[config.mk]
export PLATFORM = sky130hd
export DESIGN_NAME = jtoutrun_subarb
export DESIGN_NICKNAME = d
export VERILOG_FILES = /design/src/rtl/jtoutrun_subarb_pkg.sv /design/src/rtl/jtoutrun_subarb.sv
export SDC_FILE = /design/constraint.sdc
export NUM_CORES = 1
export LEC_CHECK = 0
export CAP_MARGIN = 20
export CORE_ASPECT_RATIO = 1.4
export CORE_UTILIZATION = 37
export DETAILED_ROUTE_END_ITERATION = 6
export GPL_TIMING_DRIVEN = 0
export PLACE_DENSITY = 0.76
export SLEW_MARGIN = 10
export SYNTH_ARGS = -nofsm -noshare
export SYNTH_HDL_FRONTEND = slang
export SYNTH_SLANG_ARGS = --single-unit
[constraint.sdc]
create_clock -name clk -period 1.3 [get_ports clk]
set_input_delay 0.195 -clock clk [delete_from_list [all_inputs] [get_ports clk]]
set_output_delay 0.195 -clock clk [all_outputs]
set_load 0.01 [all_outputs]
[src/rtl/jtoutrun_subarb_pkg.sv]
// Shared definitions for the OutRun main-to-sub bus arbiter.
// State encoding and the idle value of the sub-bus data strobes.
package jtoutrun_subarb_pkg;

    typedef enum logic [2:0] {
        IDLE  = 3'd0,
        REQ   = 3'd1,
        GRANT = 3'd2,
        CYCLE = 3'd3,
        HOLD  = 3'd4
    } state_t;

    // Data strobes are active low: both high means no byte lane selected.
    localparam logic [1:0] DSN_IDLE = 2'b11;

endpackage

[src/rtl/jtoutrun_subarb.sv]
// Main-to-sub shared-bus arbiter for OutRun.
// Takes a sub-bus request from the main CPU, performs the 68000
// BR/BG/BGACK handshake with the sub CPU, runs one cycle on the sub bus
// and returns data plus an acknowledge to the main side.
// Optional build macro JTOUTRUN_SUBARB_WDOG_EN adds a grant watchdog that
// completes the access with 16'hFFFF and raises a sticky wdog_flag when the
// sub CPU never grants the bus.
module jtoutrun_subarb
    import jtoutrun_subarb_pkg::*;
#(
    parameter int AW     = 18,
    parameter int WDOG_W = 10
) (
    input  logic          clk,
    input  logic          rst,
    // main CPU side
    input  logic          main_req,
    input  logic [AW-1:0] main_addr,
    input  logic [1:0]    main_dsn,
    input  logic          main_rnw,
    input  logic [15:0]   main_dout,
    output logic          main_ok,
    output logic [15:0]   main_din,
    // sub CPU bus arbitration
    input  logic          sub_asn,
    input  logic          sub_bgn,
    output logic          sub_brn,
    output logic          sub_bgackn,
    // sub bus master port
    output logic          bus_own,
    output logic [AW-1:0] bus_addr,
    output logic [1:0]    bus_dsn,
    output logic          bus_rnw,
    output logic [15:0]   bus_dout,
    output logic          bus_cs,
    input  logic          bus_ok,
    input  logic [15:0]   bus_din,
    // diagnostics
    output logic          wdog_flag
);

    state_t        state_r, state_s;

    logic          sub_brn_r,    sub_brn_s;
    logic          sub_bgackn_r, sub_bgackn_s;
    logic          main_ok_r,    main_ok_s;
    logic [15:0]   main_din_r,   main_din_s;
    logic          bus_own_r,    bus_own_s;
    logic          bus_cs_r,     bus_cs_s;
    logic [1:0]    bus_dsn_r,    bus_dsn_s;
    logic          bus_rnw_r,    bus_rnw_s;
    logic [AW-1:0] bus_addr_r,   bus_addr_s;
    logic [15:0]   bus_dout_r,   bus_dout_s;

    logic          grant_s;
    logic          wdog_hit_s;

    // The sub CPU has given the bus away only once BG is low and it has
    // finished its own cycle (AS high) on the same edge.
    assign grant_s = ~sub_bgn & sub_asn;

`ifdef JTOUTRUN_SUBARB_WDOG_EN
    localparam logic [WDOG_W-1:0] WDOG_LAST = {{(WDOG_W-1){1'b1}}, 1'b0};

    logic [WDOG_W-1:0] wdog_cnt_r;
    logic              wdog_flag_r;

    // Timeout fires on the edge where the counter would reach all-ones.
    assign wdog_hit_s = (state_r == REQ) && (wdog_cnt_r == WDOG_LAST);

    // Grant watchdog: held at zero outside REQ, counts clocks spent in REQ.
    always_ff @(posedge clk) begin
        if (rst) begin
            wdog_cnt_r <= {WDOG_W{1'b0}};
        end else if (state_r != REQ) begin
            wdog_cnt_r <= {WDOG_W{1'b0}};
        end else begin
            wdog_cnt_r <= wdog_cnt_r + {{(WDOG_W-1){1'b0}}, 1'b1};
        end
    end

    // Sticky timeout flag, only cleared by reset.
    always_ff @(posedge clk) begin
        if (rst) begin
            wdog_flag_r <= 1'b0;
        end else if (wdog_hit_s && main_req && !grant_s) begin
            wdog_flag_r <= 1'b1;
        end else begin
            wdog_flag_r <= wdog_flag_r;
        end
    end

    assign wdog_flag = wdog_flag_r;
`else
    assign wdog_hit_s = 1'b0;
    assign wdog_flag  = 1'b0;
`endif

    // State register.
    always_ff @(posedge clk) begin
        if (rst) begin
            state_r <= IDLE;
        end else begin
            state_r <= state_s;
        end
    end

    // Next-state logic; an abort in REQ wins over a grant on the same edge.
    always_comb begin
        state_s = state_r;
        case (state_r)
            IDLE: begin
                if (main_req && !main_ok_r) begin
                    state_s = REQ;
                end else begin
                    state_s = IDLE;
                end
            end
            REQ: begin
                if (!main_req) begin
                    state_s = IDLE;
                end else if (grant_s) begin
                    state_s = GRANT;
                end else if (wdog_hit_s) begin
                    state_s = HOLD;
                end else begin
                    state_s = REQ;
                end
            end
            GRANT: begin
                state_s = CYCLE;
            end
            CYCLE: begin
                if (bus_ok) begin
                    state_s = main_req ? HOLD : IDLE;
                end else begin
                    state_s = CYCLE;
                end
            end
            HOLD: begin
                if (!main_req) begin
                    state_s = IDLE;
                end else begin
                    state_s = HOLD;
                end
            end
            default: begin
                state_s = IDLE;
            end
        endcase
    end

    // Next values of the registered outputs for the current state and inputs.
    always_comb begin
        sub_brn_s    = sub_brn_r;
        sub_bgackn_s = sub_bgackn_r;
        main_ok_s    = main_ok_r;
        main_din_s   = main_din_r;
        bus_own_s    = bus_own_r;
        bus_cs_s     = bus_cs_r;
        bus_dsn_s    = bus_dsn_r;
        bus_rnw_s    = bus_rnw_r;
        bus_addr_s   = bus_addr_r;
        bus_dout_s   = bus_dout_r;
        case (state_r)
            IDLE: begin
                if (main_req && !main_ok_r) begin
                    sub_brn_s = 1'b0;
                end else begin
                    sub_brn_s = 1'b1;
                end
            end
            REQ: begin
                if (!main_req) begin
                    sub_brn_s = 1'b1;
                end else if (grant_s) begin
                    sub_brn_s = 1'b0;
                end else if (wdog_hit_s) begin
                    sub_brn_s  = 1'b1;
                    main_din_s = 16'hFFFF;
                    main_ok_s  = 1'b1;
                end else begin
                    sub_brn_s = 1'b0;
                end
            end
            GRANT: begin
                // Take the bus and freeze the main CPU's cycle fields.
                sub_bgackn_s = 1'b0;
                sub_brn_s    = 1'b1;
                bus_own_s    = 1'b1;
                bus_cs_s     = 1'b1;
                bus_addr_s   = main_addr;
                bus_dsn_s    = main_dsn;
                bus_rnw_s    = main_rnw;
                bus_dout_s   = main_dout;
            end
            CYCLE: begin
                if (bus_ok) begin
                    bus_cs_s  = 1'b0;
                    bus_dsn_s = DSN_IDLE;
                    if (bus_rnw_r) begin
                        main_din_s = bus_din;
                    end else begin
                        main_din_s = main_din_r;
                    end
                    if (main_req) begin
                        main_ok_s = 1'b1;
                    end else begin
                        // Requester gave up: finish silently and hand back.
                        main_ok_s    = 1'b0;
                        sub_bgackn_s = 1'b1;
                        bus_own_s    = 1'b0;
                    end
                end else begin
                    bus_cs_s = 1'b1;
                end
            end
            HOLD: begin
                if (!main_req) begin
                    main_ok_s    = 1'b0;
                    sub_bgackn_s = 1'b1;
                    bus_own_s    = 1'b0;
                end else begin
                    main_ok_s = 1'b1;
                end
            end
            default: begin
                sub_brn_s    = 1'b1;
                sub_bgackn_s = 1'b1;
                main_ok_s    = 1'b0;
                bus_own_s    = 1'b0;
                bus_cs_s     = 1'b0;
                bus_dsn_s    = DSN_IDLE;
            end
        endcase
    end

    // Output registers; reset drops any grant in flight.
    always_ff @(posedge clk) begin
        if (rst) begin
            sub_brn_r    <= 1'b1;
            sub_bgackn_r <= 1'b1;
            main_ok_r    <= 1'b0;
            main_din_r   <= 16'h0000;
            bus_own_r    <= 1'b0;
            bus_cs_r     <= 1'b0;
            bus_dsn_r    <= DSN_IDLE;
            bus_rnw_r    <= 1'b1;
            bus_addr_r   <= {AW{1'b0}};
            bus_dout_r   <= 16'h0000;
        end else begin
            sub_brn_r    <= sub_brn_s;
            sub_bgackn_r <= sub_bgackn_s;
            main_ok_r    <= main_ok_s;
            main_din_r   <= main_din_s;
            bus_own_r    <= bus_own_s;
            bus_cs_r     <= bus_cs_s;
            bus_dsn_r    <= bus_dsn_s;
            bus_rnw_r    <= bus_rnw_s;
            bus_addr_r   <= bus_addr_s;
            bus_dout_r   <= bus_dout_s;
        end
    end

    assign sub_brn    = sub_brn_r;
    assign sub_bgackn = sub_bgackn_r;
    assign main_ok    = main_ok_r;
    assign main_din   = main_din_r;
    assign bus_own    = bus_own_r;
    assign bus_cs     = bus_cs_r;
    assign bus_dsn    = bus_dsn_r;
    assign bus_rnw    = bus_rnw_r;
    assign bus_addr   = bus_addr_r;
    assign bus_dout   = bus_dout_r;

endmodule
==> run_summary.xml, run 1 <==
<?xml version="1.0" encoding="UTF-8"?>
<metrics>
  <group name="status">
    <metric name="result_of_the_run" unit="">finished, violations left</metric>
    <metric name="violated_checks" unit="">negative setup slack</metric>
  </group>
  <group name="clock_network">
    <metric name="clkLatencyLatePin" unit="ns">0.33</metric>
    <metric name="clock_pin_slew_reported_for_the_worst_setup_and_hold_paths_after_clock_tree_synthesis" unit="ns">0.07</metric>
    <metric name="clk_sink_count" unit="">61</metric>
    <metric name="cts.path.max_buffers" unit="">2</metric>
    <metric name="root_cell_of_the_clock_tree" unit="">sky130_fd_sc_hd__clkbuf_8</metric>
    <metric name="clock_tree.htree_level_count" unit="">3</metric>
    <metric name="cts_tree" unit="">yes</metric>
    <metric name="cts_hold_buffers" unit="">0</metric>
    <metric name="cts-buffers-inserted" unit="">9</metric>
  </group>
  <group name="cells_and_area">
    <metric name="stdcell_area" unit="um^2">4340</metric>
    <metric name="antenna_fix_cells" unit="">0</metric>
    <metric name="final_core_util" unit="%">66.1</metric>
    <metric name="area.growth.synth_to_final" unit="%">73.9</metric>
    <metric name="drive_above_1_share" unit="%">25.9</metric>
    <metric name="design.final.nets" unit="">485</metric>
  </group>
  <group name="critical_path">
    <metric name="end_kind" unit="">register</metric>
    <metric name="timing.critical_path.fanout_max" unit="">8</metric>
    <metric name="worst_path_bufs_invs" unit="">2</metric>
    <metric name="critical_path_required" unit="ns">1.49</metric>
    <metric name="critical_path_class" unit="">reg -&gt; reg</metric>
    <metric name="path_cells" unit="">or3b_4, buf_12, buf_8, nand2_2, a21oi_2</metric>
    <metric name="cp.arrival" unit="ns">1.55</metric>
    <metric name="crit_path_top_delay_cell" unit="">sky130_fd_sc_hd__or3b_4</metric>
    <metric name="cpLargestDelayFamily" unit="">simple AND/OR/NAND/NOR gates</metric>
    <metric name="worst_path_largest_cell_delay" unit="ns">0.41</metric>
    <metric name="crit_path_start_kind" unit="">register</metric>
  </group>
  <group name="sta">
    <metric name="finalHoldWorstSlack" unit="ns">0.255</metric>
    <metric name="max_slew_margin" unit="%">53.9</metric>
    <metric name="timing.setup.tns" unit="ns">-1.46</metric>
    <metric name="report.final.hold_viol_count" unit="">0</metric>
    <metric name="finClkSkew" unit="ns">0.00766</metric>
    <metric name="achievable-frequency" unit="MHz">737</metric>
    <metric name="timing.final.ws_setup" unit="ns">-0.0563</metric>
    <metric name="grt_setup_unrepaired" unit="">true</metric>
    <metric name="count_of_final_setup_violators" unit="">37</metric>
    <metric name="drv_slew" unit="">0</metric>
    <metric name="tightest_slew" unit="ns">0.691</metric>
    <metric name="finalCritPeriodShare" unit="%">104</metric>
    <metric name="finalWorstPathRequiredPeriod" unit="ns">1.36</metric>
  </group>
  <group name="drt">
    <metric name="drt-initial-drc-count" unit="">49</metric>
    <metric name="wire_per_inst" unit="um">13.5</metric>
    <metric name="dr.pass1.iters" unit="">4</metric>
    <metric name="drc" unit="">0</metric>
    <metric name="postRouteWirelength" unit="mm">6.81</metric>
    <metric name="final_antenna_net_count" unit="">0</metric>
    <metric name="post_dr_vias_cell" unit="">4.83</metric>
    <metric name="vias" unit="">2430</metric>
  </group>
  <group name="yosys">
    <metric name="synth.largest_area_cell" unit="">sky130_fd_sc_hd__dfxtp_1</metric>
    <metric name="synth-seq-area-share" unit="%">48.9</metric>
    <metric name="synthTopCellsByArea" unit="">sky130_fd_sc_hd__dfxtp_1, sky130_fd_sc_hd__nand2_1, sky130_fd_sc_hd__nand2b_1, sky130_fd_sc_hd__a21oi_1, sky130_fd_sc_hd__mux2i_1</metric>
    <metric name="syn-num-nets" unit="">345</metric>
    <metric name="synth_most_common_cell" unit="">sky130_fd_sc_hd__nand2_1</metric>
    <metric name="ys_async_sr_fraction" unit="%">0</metric>
    <metric name="edff_count_synth" unit="">0</metric>
    <metric name="synth_register_bits" unit="">61</metric>
    <metric name="synth_common_cells" unit="">sky130_fd_sc_hd__nand2_1, sky130_fd_sc_hd__dfxtp_1, sky130_fd_sc_hd__a21oi_1</metric>
    <metric name="syn_inst" unit="">286</metric>
    <metric name="synthDistinctLibCells" unit="">34</metric>
    <metric name="synth.top_cell.area_share" unit="%">48.9</metric>
    <metric name="dominantRegCellSynth" unit="">sky130_fd_sc_hd__dfxtp_1</metric>
    <metric name="combined_area_of_all_synthesized_cells" unit="um^2">2500</metric>
    <metric name="synth_warnings" unit="">0</metric>
    <metric name="post_synth.cell_area_avg" unit="um^2">8.74</metric>
  </group>
  <group name="die">
    <metric name="floorplan.die.height" unit="um">99.2</metric>
    <metric name="std_cell_rows" unit="">35</metric>
    <metric name="die_width" unit="um">71.5</metric>
    <metric name="core-area" unit="um^2">6570</metric>
    <metric name="io_pins" unit="">118</metric>
    <metric name="initial_utilization" unit="%">38.0</metric>
    <metric name="floorplan.die_area" unit="um^2">7090</metric>
  </group>
  <group name="power">
    <metric name="vdd.ir_drop.worst" unit="mV">0.624</metric>
    <metric name="p_leak" unit="nW">1.76</metric>
    <metric name="power-per-cell-area" unit="nW/um^2">876</metric>
    <metric name="post-layout-total-power" unit="mW">3.80</metric>
  </group>
  <group name="min_path">
    <metric name="path_class_of_the_lowest_slack_min_delay_path" unit="">in -&gt; reg</metric>
  </group>
  <group name="global_routing">
    <metric name="grtUsageTotal" unit="%">19.4</metric>
    <metric name="grt_first_pass_wirelength" unit="mm">10.9</metric>
    <metric name="antenna_found_initial" unit="">0</metric>
    <metric name="grt_pass1_vias" unit="">2474</metric>
    <metric name="grt-ovfl-total" unit="">0</metric>
    <metric name="pin_count_of_the_biggest_net_entering_global_routing" unit="">11</metric>
  </group>
  <group name="placed_design">
    <metric name="gp_congestion" unit="">0.762</metric>
    <metric name="placement.io_buffers" unit="">115</metric>
    <metric name="dp_hpwl" unit="mm">4.43</metric>
    <metric name="place_area" unit="um^2">3750</metric>
  </group>
  <group name="run">
    <metric name="max-cap-violations" unit="">0</metric>
  </group>
</metrics>
[kinds of logic (layout without fill, tap and decap cells)]
logic type             Yosys count  count (layout)  share of synthesized area [%]
and+or+nand+nor                127             127                           25.0
buffers and inverters           27             170                           7.16
other                            1               1                          0.150
muxes                           16              16                           6.41
AOI/OAI and AO/OA               54              54                           12.4
DFF                             61              61                           48.9
[layout by cell type (no fill, tap or decap), types with 3 or more instances in the layout]
| cell type | synthesis | routed |
|---|---|---|
| sky130_fd_sc_hd__o21ai_0 | 4 | 4 |
| sky130_fd_sc_hd__clkbuf_8 | 0 | 11 |
| sky130_fd_sc_hd__mux2i_1 | 16 | 15 |
| sky130_fd_sc_hd__a21oi_1 | 37 | 12 |
| sky130_fd_sc_hd__nand2_4 | 0 | 12 |
| sky130_fd_sc_hd__clkdlybuf4s50_1 | 0 | 56 |
| sky130_fd_sc_hd__clkbuf_1 | 8 | 8 |
| sky130_fd_sc_hd__dfxtp_1 | 61 | 58 |
| sky130_fd_sc_hd__nand2_1 | 72 | 42 |
| sky130_fd_sc_hd__nand2_2 | 0 | 18 |
| sky130_fd_sc_hd__buf_8 | 1 | 5 |
| sky130_fd_sc_hd__buf_2 | 5 | 3 |
| sky130_fd_sc_hd__nor2b_1 | 4 | 4 |
| sky130_fd_sc_hd__buf_6 | 7 | 7 |
| sky130_fd_sc_hd__nor2_1 | 8 | 6 |
| sky130_fd_sc_hd__nand2b_1 | 33 | 33 |
| sky130_fd_sc_hd__buf_4 | 2 | 8 |
| sky130_fd_sc_hd__buf_12 | 0 | 4 |
| sky130_fd_sc_hd__inv_1 | 4 | 4 |
| sky130_fd_sc_hd__a21oi_2 | 0 | 25 |
| sky130_fd_sc_hd__dlygate4sd2_1 | 0 | 59 |
[worst paths after layout]
check / startpoint / endpoint / slack [ns] / cells past startpoint
worst max-delay path: state_r[1] / bus_addr[7] / -0.06 / 5
worst min-delay path: rst / main_din[3] / 0.25 / 3
worst max register to register: state_r[1] / bus_addr[7] / -0.06 / 5
worst min register to register: bus_dout[12] / bus_dout[12] / 0.45 / 2
[state kept, by name, summed over array words and instances, names as in the netlist]
signal and flops:
bus_cs 1, bus_own 1, main_din 16, sub_brn 1, bus_addr 18, state_r 3
bus_dout 16, main_ok 1, bus_rnw 1, bus_dsn 2, sub_bgackn 1
[area by class of cell]
class / instances / area (um^2)
buffer: 21 / 189
clock buffer: 12 / 155
clock inverter: 2 / 10.0
fill: 561 / 2220
inverter: 4 / 15.0
multi-input combinational: 198 / 1370
sequential: 61 / 1230
tap: 74 / 92.6
timing repair buffer: 131 / 1280
[metal layers]
| layer | routed length [um] | vias up | GRT usage (%) |
|---|---|---|---|
| met2 | 3520 | 84 | 34.1 |
| met1 | 2720 | 1116 | 21.6 |
| met3 | 427 | 13 | 4.56 |
| met5 | 0 | - | 0 |
| li1 | - | 1217 | - |
| met4 | 145 | 0 | 10.3 |
[metrics by stage]
stage | std cells | setup WS (ns)
after floorplan | 286 | 0.00591
after global placement | 475 | -0.446
after detailed placement | 475 | -0.527
after CTS | 501 | -0.0668
after global routing | 503 | -0.0938
final | 503 | -0.0563
[power by group]
part           internal, mW  total [mW]  switching, mW
sequential             1.89        1.92         0.0228
combinational         0.270       0.439          0.169
clock                 0.768        1.45          0.681
[worst min-delay path, stage by stage]
cell and delay, ns:
sky130_fd_sc_hd__buf_2 0.16, sky130_fd_sc_hd__nand2b_1 0.12, sky130_fd_sc_hd__mux2i_1 0.06
[repair_timing]
action,CTS,global route
endpoints found under the setup margin,102,57
setup buffers,9,2
gates cloned,4,1
pin swaps,46,17
gates resized for setup,124,39
Power figures use the tool's default switching activity.
==> inputs of run 2 (changes only) <==
--- a/config.mk
+++ b/config.mk
@@ -5,13 +5,15 @@
 export SDC_FILE = /design/constraint.sdc
 export NUM_CORES = 1
 export LEC_CHECK = 0
+export ABC_AREA = 1
 export CAP_MARGIN = 20
 export CORE_ASPECT_RATIO = 1.4
-export CORE_UTILIZATION = 37
+export CORE_UTILIZATION = 40
 export DETAILED_ROUTE_END_ITERATION = 6
 export GPL_TIMING_DRIVEN = 0
-export PLACE_DENSITY = 0.76
+export PLACE_DENSITY = 0.81
 export SLEW_MARGIN = 10
 export SYNTH_ARGS = -nofsm -noshare
 export SYNTH_HDL_FRONTEND = slang
 export SYNTH_SLANG_ARGS = --single-unit
+export TNS_END_PERCENT = 20
==> constraint.sdc (replaced) <==
create_clock -name clk -period 1.7 [get_ports clk]
set_input_delay 0.255 -clock clk [delete_from_list [all_inputs] [get_ports clk]]
set_output_delay 0.255 -clock clk [all_outputs]
set_load 0.01 [all_outputs]
==> run 2 against run 1 <==
The flow now finishes without violations. Synthesized area is 11% lower. Sequential share of layout area is 4.8 points higher. Synthesized cell count is 0.35% higher. Cell area is 15% lower. Via count is 7.3% lower. Worst hold slack better by 0.21 ns. Final cell count is 3.6% lower. First-iteration DRC count is 82% higher.
==> run_summary.xml, run 2 <==
<?xml version="1.0" encoding="UTF-8"?>
<metrics>
  <group name="sta">
    <metric name="finalWorstPathRequiredPeriod" unit="ns">1.56</metric>
    <metric name="max_slew_margin" unit="%">66.0</metric>
    <metric name="report.final.hold_viol_count" unit="">0</metric>
    <metric name="grt_setup_unrepaired" unit="">false</metric>
    <metric name="achievable-frequency" unit="MHz">641</metric>
    <metric name="drv_slew" unit="">0</metric>
    <metric name="count_of_final_setup_violators" unit="">0</metric>
    <metric name="tightest_slew" unit="ns">0.510</metric>
    <metric name="finalHoldWorstSlack" unit="ns">0.463</metric>
    <metric name="finalCritPeriodShare" unit="%">91.8</metric>
    <metric name="finClkSkew" unit="ns">0.00572</metric>
  </group>
  <group name="yosys">
    <metric name="synthDistinctLibCells" unit="">24</metric>
    <metric name="syn-num-nets" unit="">346</metric>
    <metric name="dominantRegCellSynth" unit="">sky130_fd_sc_hd__dfxtp_1</metric>
    <metric name="synth-simple-area-share" unit="%">25.1</metric>
    <metric name="synth_xor_xnor_area_share" unit="%">0</metric>
    <metric name="synth_common_cells" unit="">sky130_fd_sc_hd__nand2_1, sky130_fd_sc_hd__dfxtp_1, sky130_fd_sc_hd__nor2_1</metric>
    <metric name="edff_count_synth" unit="">0</metric>
    <metric name="synth_warnings" unit="">0</metric>
    <metric name="synthTopCellsByArea" unit="">sky130_fd_sc_hd__dfxtp_1, sky130_fd_sc_hd__nand2_1, sky130_fd_sc_hd__a21oi_1, sky130_fd_sc_hd__nor2_1, sky130_fd_sc_hd__o21ai_0</metric>
    <metric name="synth.top_cell.area_share" unit="%">54.8</metric>
    <metric name="syn_inst" unit="">287</metric>
    <metric name="synth_register_bits" unit="">61</metric>
    <metric name="post_synth.cell_area_avg" unit="um^2">7.77</metric>
    <metric name="synth_compound_gate_area_share" unit="%">14.1</metric>
    <metric name="synth_most_common_cell" unit="">sky130_fd_sc_hd__nand2_1</metric>
    <metric name="synth-seq-area-share" unit="%">54.8</metric>
    <metric name="synth.largest_area_cell" unit="">sky130_fd_sc_hd__dfxtp_1</metric>
    <metric name="combined_area_of_all_synthesized_cells" unit="um^2">2230</metric>
    <metric name="ys_async_sr_fraction" unit="%">0</metric>
    <metric name="synth-adder-area-share" unit="%">0</metric>
    <metric name="muxShareOfSynthArea" unit="%">0</metric>
    <metric name="synth_top_family_by_area" unit="">simple AND/OR/NAND/NOR gates</metric>
  </group>
  <group name="clock_network">
    <metric name="cts_hold_buffers" unit="">0</metric>
    <metric name="root_cell_of_the_clock_tree" unit="">sky130_fd_sc_hd__clkbuf_8</metric>
    <metric name="clkLatencyLatePin" unit="ns">0.33</metric>
    <metric name="clk_sink_count" unit="">61</metric>
    <metric name="clock_tree.htree_level_count" unit="">3</metric>
    <metric name="clock_pin_slew_reported_for_the_worst_setup_and_hold_paths_after_clock_tree_synthesis" unit="ns">0.06</metric>
    <metric name="cts_tree" unit="">yes</metric>
    <metric name="cts-buffers-inserted" unit="">9</metric>
    <metric name="cts.path.max_buffers" unit="">2</metric>
    <metric name="post_cts_resized" unit="">0</metric>
    <metric name="cts_setup_buffers" unit="">0</metric>
  </group>
  <group name="critical_path">
    <metric name="timing.critical_path.fanout_max" unit="">3</metric>
    <metric name="cpLargestDelayFamily" unit="">buffers and inverters</metric>
    <metric name="critical_path.reg2reg.endpoint" unit="">main_din[9]</metric>
    <metric name="worst_path_bufs_invs" unit="">1</metric>
    <metric name="cp.arrival" unit="ns">1.31</metric>
    <metric name="end_kind" unit="">output pin</metric>
    <metric name="critical_path_required" unit="ns">1.44</metric>
    <metric name="worst-r2r-cell-count" unit="">6</metric>
    <metric name="worst_path_largest_cell_delay" unit="ns">0.58</metric>
    <metric name="critical_path_class" unit="">reg -&gt; out</metric>
    <metric name="path_cells" unit="">clkdlybuf4s50_1</metric>
    <metric name="timing.rr.start" unit="">state_r[0]</metric>
    <metric name="crit_path_top_delay_cell" unit="">sky130_fd_sc_hd__clkdlybuf4s50_1</metric>
    <metric name="crit_path_start_kind" unit="">register</metric>
    <metric name="ff2ff_setup_slack" unit="ns">0.35</metric>
  </group>
  <group name="placed_design">
    <metric name="dp.cells" unit="">469</metric>
    <metric name="place_area" unit="um^2">3470</metric>
    <metric name="gp_congestion" unit="">0.768</metric>
    <metric name="dp_hpwl" unit="mm">4.41</metric>
    <metric name="placement.io_buffers" unit="">116</metric>
  </group>
  <group name="cells_and_area">
    <metric name="drive_above_1_share" unit="%">7.64</metric>
    <metric name="antenna_fix_cells" unit="">0</metric>
    <metric name="design.final.nets" unit="">473</metric>
    <metric name="stdcell_area" unit="um^2">3680</metric>
    <metric name="largest_register_ff_count" unit="">18</metric>
    <metric name="n_fill_cell" unit="">434</metric>
    <metric name="layout.cells.most_common_list" unit="">sky130_fd_sc_hd__clkdlybuf4s50_1, sky130_fd_sc_hd__nand2_1, sky130_fd_sc_hd__dfxtp_1</metric>
    <metric name="area.growth.synth_to_final" unit="%">65.3</metric>
    <metric name="layout_commonest_cell" unit="">sky130_fd_sc_hd__clkdlybuf4s50_1</metric>
    <metric name="final-instance-count-excl-fill" unit="">485</metric>
  </group>
  <group name="global_routing">
    <metric name="grt_pass1_vias" unit="">2103</metric>
    <metric name="groute.layer.met1.usage" unit="%">22.5</metric>
    <metric name="grt_first_pass_wirelength" unit="mm">9.52</metric>
    <metric name="grt-ovfl-total" unit="">0</metric>
    <metric name="grt_util_met3" unit="%">7.32</metric>
    <metric name="antenna_found_initial" unit="">0</metric>
    <metric name="pin_count_of_the_biggest_net_entering_global_routing" unit="">11</metric>
    <metric name="globalRouteMet2Util" unit="%">36.8</metric>
    <metric name="grtUsageTotal" unit="%">20.9</metric>
    <metric name="gr_peak_layer" unit="">met2</metric>
  </group>
  <group name="status">
    <metric name="result_of_the_run" unit="">finished clean</metric>
  </group>
  <group name="min_path">
    <metric name="timing.hold.worst.start" unit="">sub_bgackn</metric>
    <metric name="path_class_of_the_lowest_slack_min_delay_path" unit="">reg -&gt; reg</metric>
    <metric name="hold_end" unit="">sub_bgackn</metric>
    <metric name="depth_of_the_worst_hold_timing_path" unit="">2</metric>
  </group>
  <group name="drt">
    <metric name="final_antenna_net_count" unit="">0</metric>
    <metric name="post_dr_vias_cell" unit="">4.64</metric>
    <metric name="wire_per_inst" unit="um">12.3</metric>
    <metric name="postRouteWirelength" unit="mm">5.98</metric>
    <metric name="vias" unit="">2252</metric>
    <metric name="dr.pass1.iters" unit="">4</metric>
    <metric name="drc" unit="">0</metric>
    <metric name="drt-initial-drc-count" unit="">89</metric>
  </group>
  <group name="die">
    <metric name="die_width" unit="um">65.1</metric>
    <metric name="io_pins" unit="">118</metric>
    <metric name="floorplan.die.height" unit="um">90.3</metric>
    <metric name="std_cell_rows" unit="">31</metric>
    <metric name="initial_utilization" unit="%">42.3</metric>
    <metric name="floorplan.die_area" unit="um^2">5880</metric>
    <metric name="core-area" unit="um^2">5280</metric>
  </group>
  <group name="power">
    <metric name="post-layout-total-power" unit="mW">3.08</metric>
    <metric name="power-per-cell-area" unit="nW/um^2">835</metric>
    <metric name="vdd.ir_drop.worst" unit="mV">0.510</metric>
    <metric name="p_leak" unit="nW">1.35</metric>
  </group>
  <group name="run">
    <metric name="max-cap-violations" unit="">0</metric>
  </group>
</metrics>
## run 2: cell count changes after synthesis, sizes merged, moves of 8 or more
cell	delta
nand2	+10
o21ai	+16
nor2	+35
mux2i	-16
nand2b	-33
nand3	+8
## run 2: layout make-up
type	instances	area [um^2]	area share, %
inverter	10	38.8	1.05
timing repair buffer	116	1160	31.5
multi-input combinational	200	878	23.8
tap	66	82.6	2.24
sequential	61	1220	33.1
clock inverter	3	42.5	1.15
buffer	16	91.3	2.48
clock buffer	13	169	4.58
## run 2: where the power goes
part | internal [mW] | switching [mW]
logic | 0.176 | 0.104
registers | 1.45 | 0.0144
clock network | 0.795 | 0.537
## run 2: how the worst max path moves through the flow
stage	start	end	slack (ns)	cells past startpoint
after floorplan	state_r[0]	main_din[10]	0.56	6
after global placement	rst	bus_addr[17]	-0.18	4
after detailed placement	rst	bus_addr[17]	-0.17	4
after CTS	bus_rnw	bus_rnw	0.12	1
after global routing	rst	bus_dout[15]	0.05	4
final	bus_rnw	bus_rnw	0.14	1
## run 2: per-stage QoR
step	setup slack [ns]	utilization, %	setup TNS [ns]
after floorplan	0.561	-	0
after global placement	-0.181	65.8	-2.88
after detailed placement	-0.169	65.8	-2.66
after CTS	0.115	69.9	0
after global routing	0.0528	69.9	0
final	0.140	69.9	0
## run 2: kinds of logic (layout without fill, tap and decap cells)
| group | after synthesis | count (layout) |
|---|---|---|
| other | 1 | 1 |
| buffers and inverters | 26 | 158 |
| AO/OA/AOI/OAI | 62 | 62 |
| AND/OR/NAND/NOR | 137 | 137 |
| flip-flops | 61 | 61 |
## run 2: routing by layer
| metal | vias up | wire length [um] |
|---|---|---|
| li1 | 1173 | - |
| met1 | 990 | 2450 |
| met2 | 81 | 2970 |
| met3 | 8 | 479 |
| met4 | 0 | 76 |
| met5 | - | 0 |
## run 2: worst reg2reg max path: cells and delay by family (launching register included)
family,cells,cell delay (ns)
AND/OR/NAND/NOR,4,0.43
flip-flops,1,0.45
buffers and inverters,1,0.17
AO/OA/AOI/OAI,1,0.18
==> inputs of run 3 (changes only) <==
--- a/config.mk
+++ b/config.mk
@@ -12,6 +12,7 @@
 export DETAILED_ROUTE_END_ITERATION = 6
 export GPL_TIMING_DRIVEN = 0
 export PLACE_DENSITY = 0.81
+export SKIP_LAST_GASP = 1
 export SLEW_MARGIN = 10
 export SYNTH_ARGS = -nofsm -noshare
 export SYNTH_HDL_FRONTEND = slang
==> results of run 3 <==
No change in the layout: final DEF, timing and power equal those of run 2.
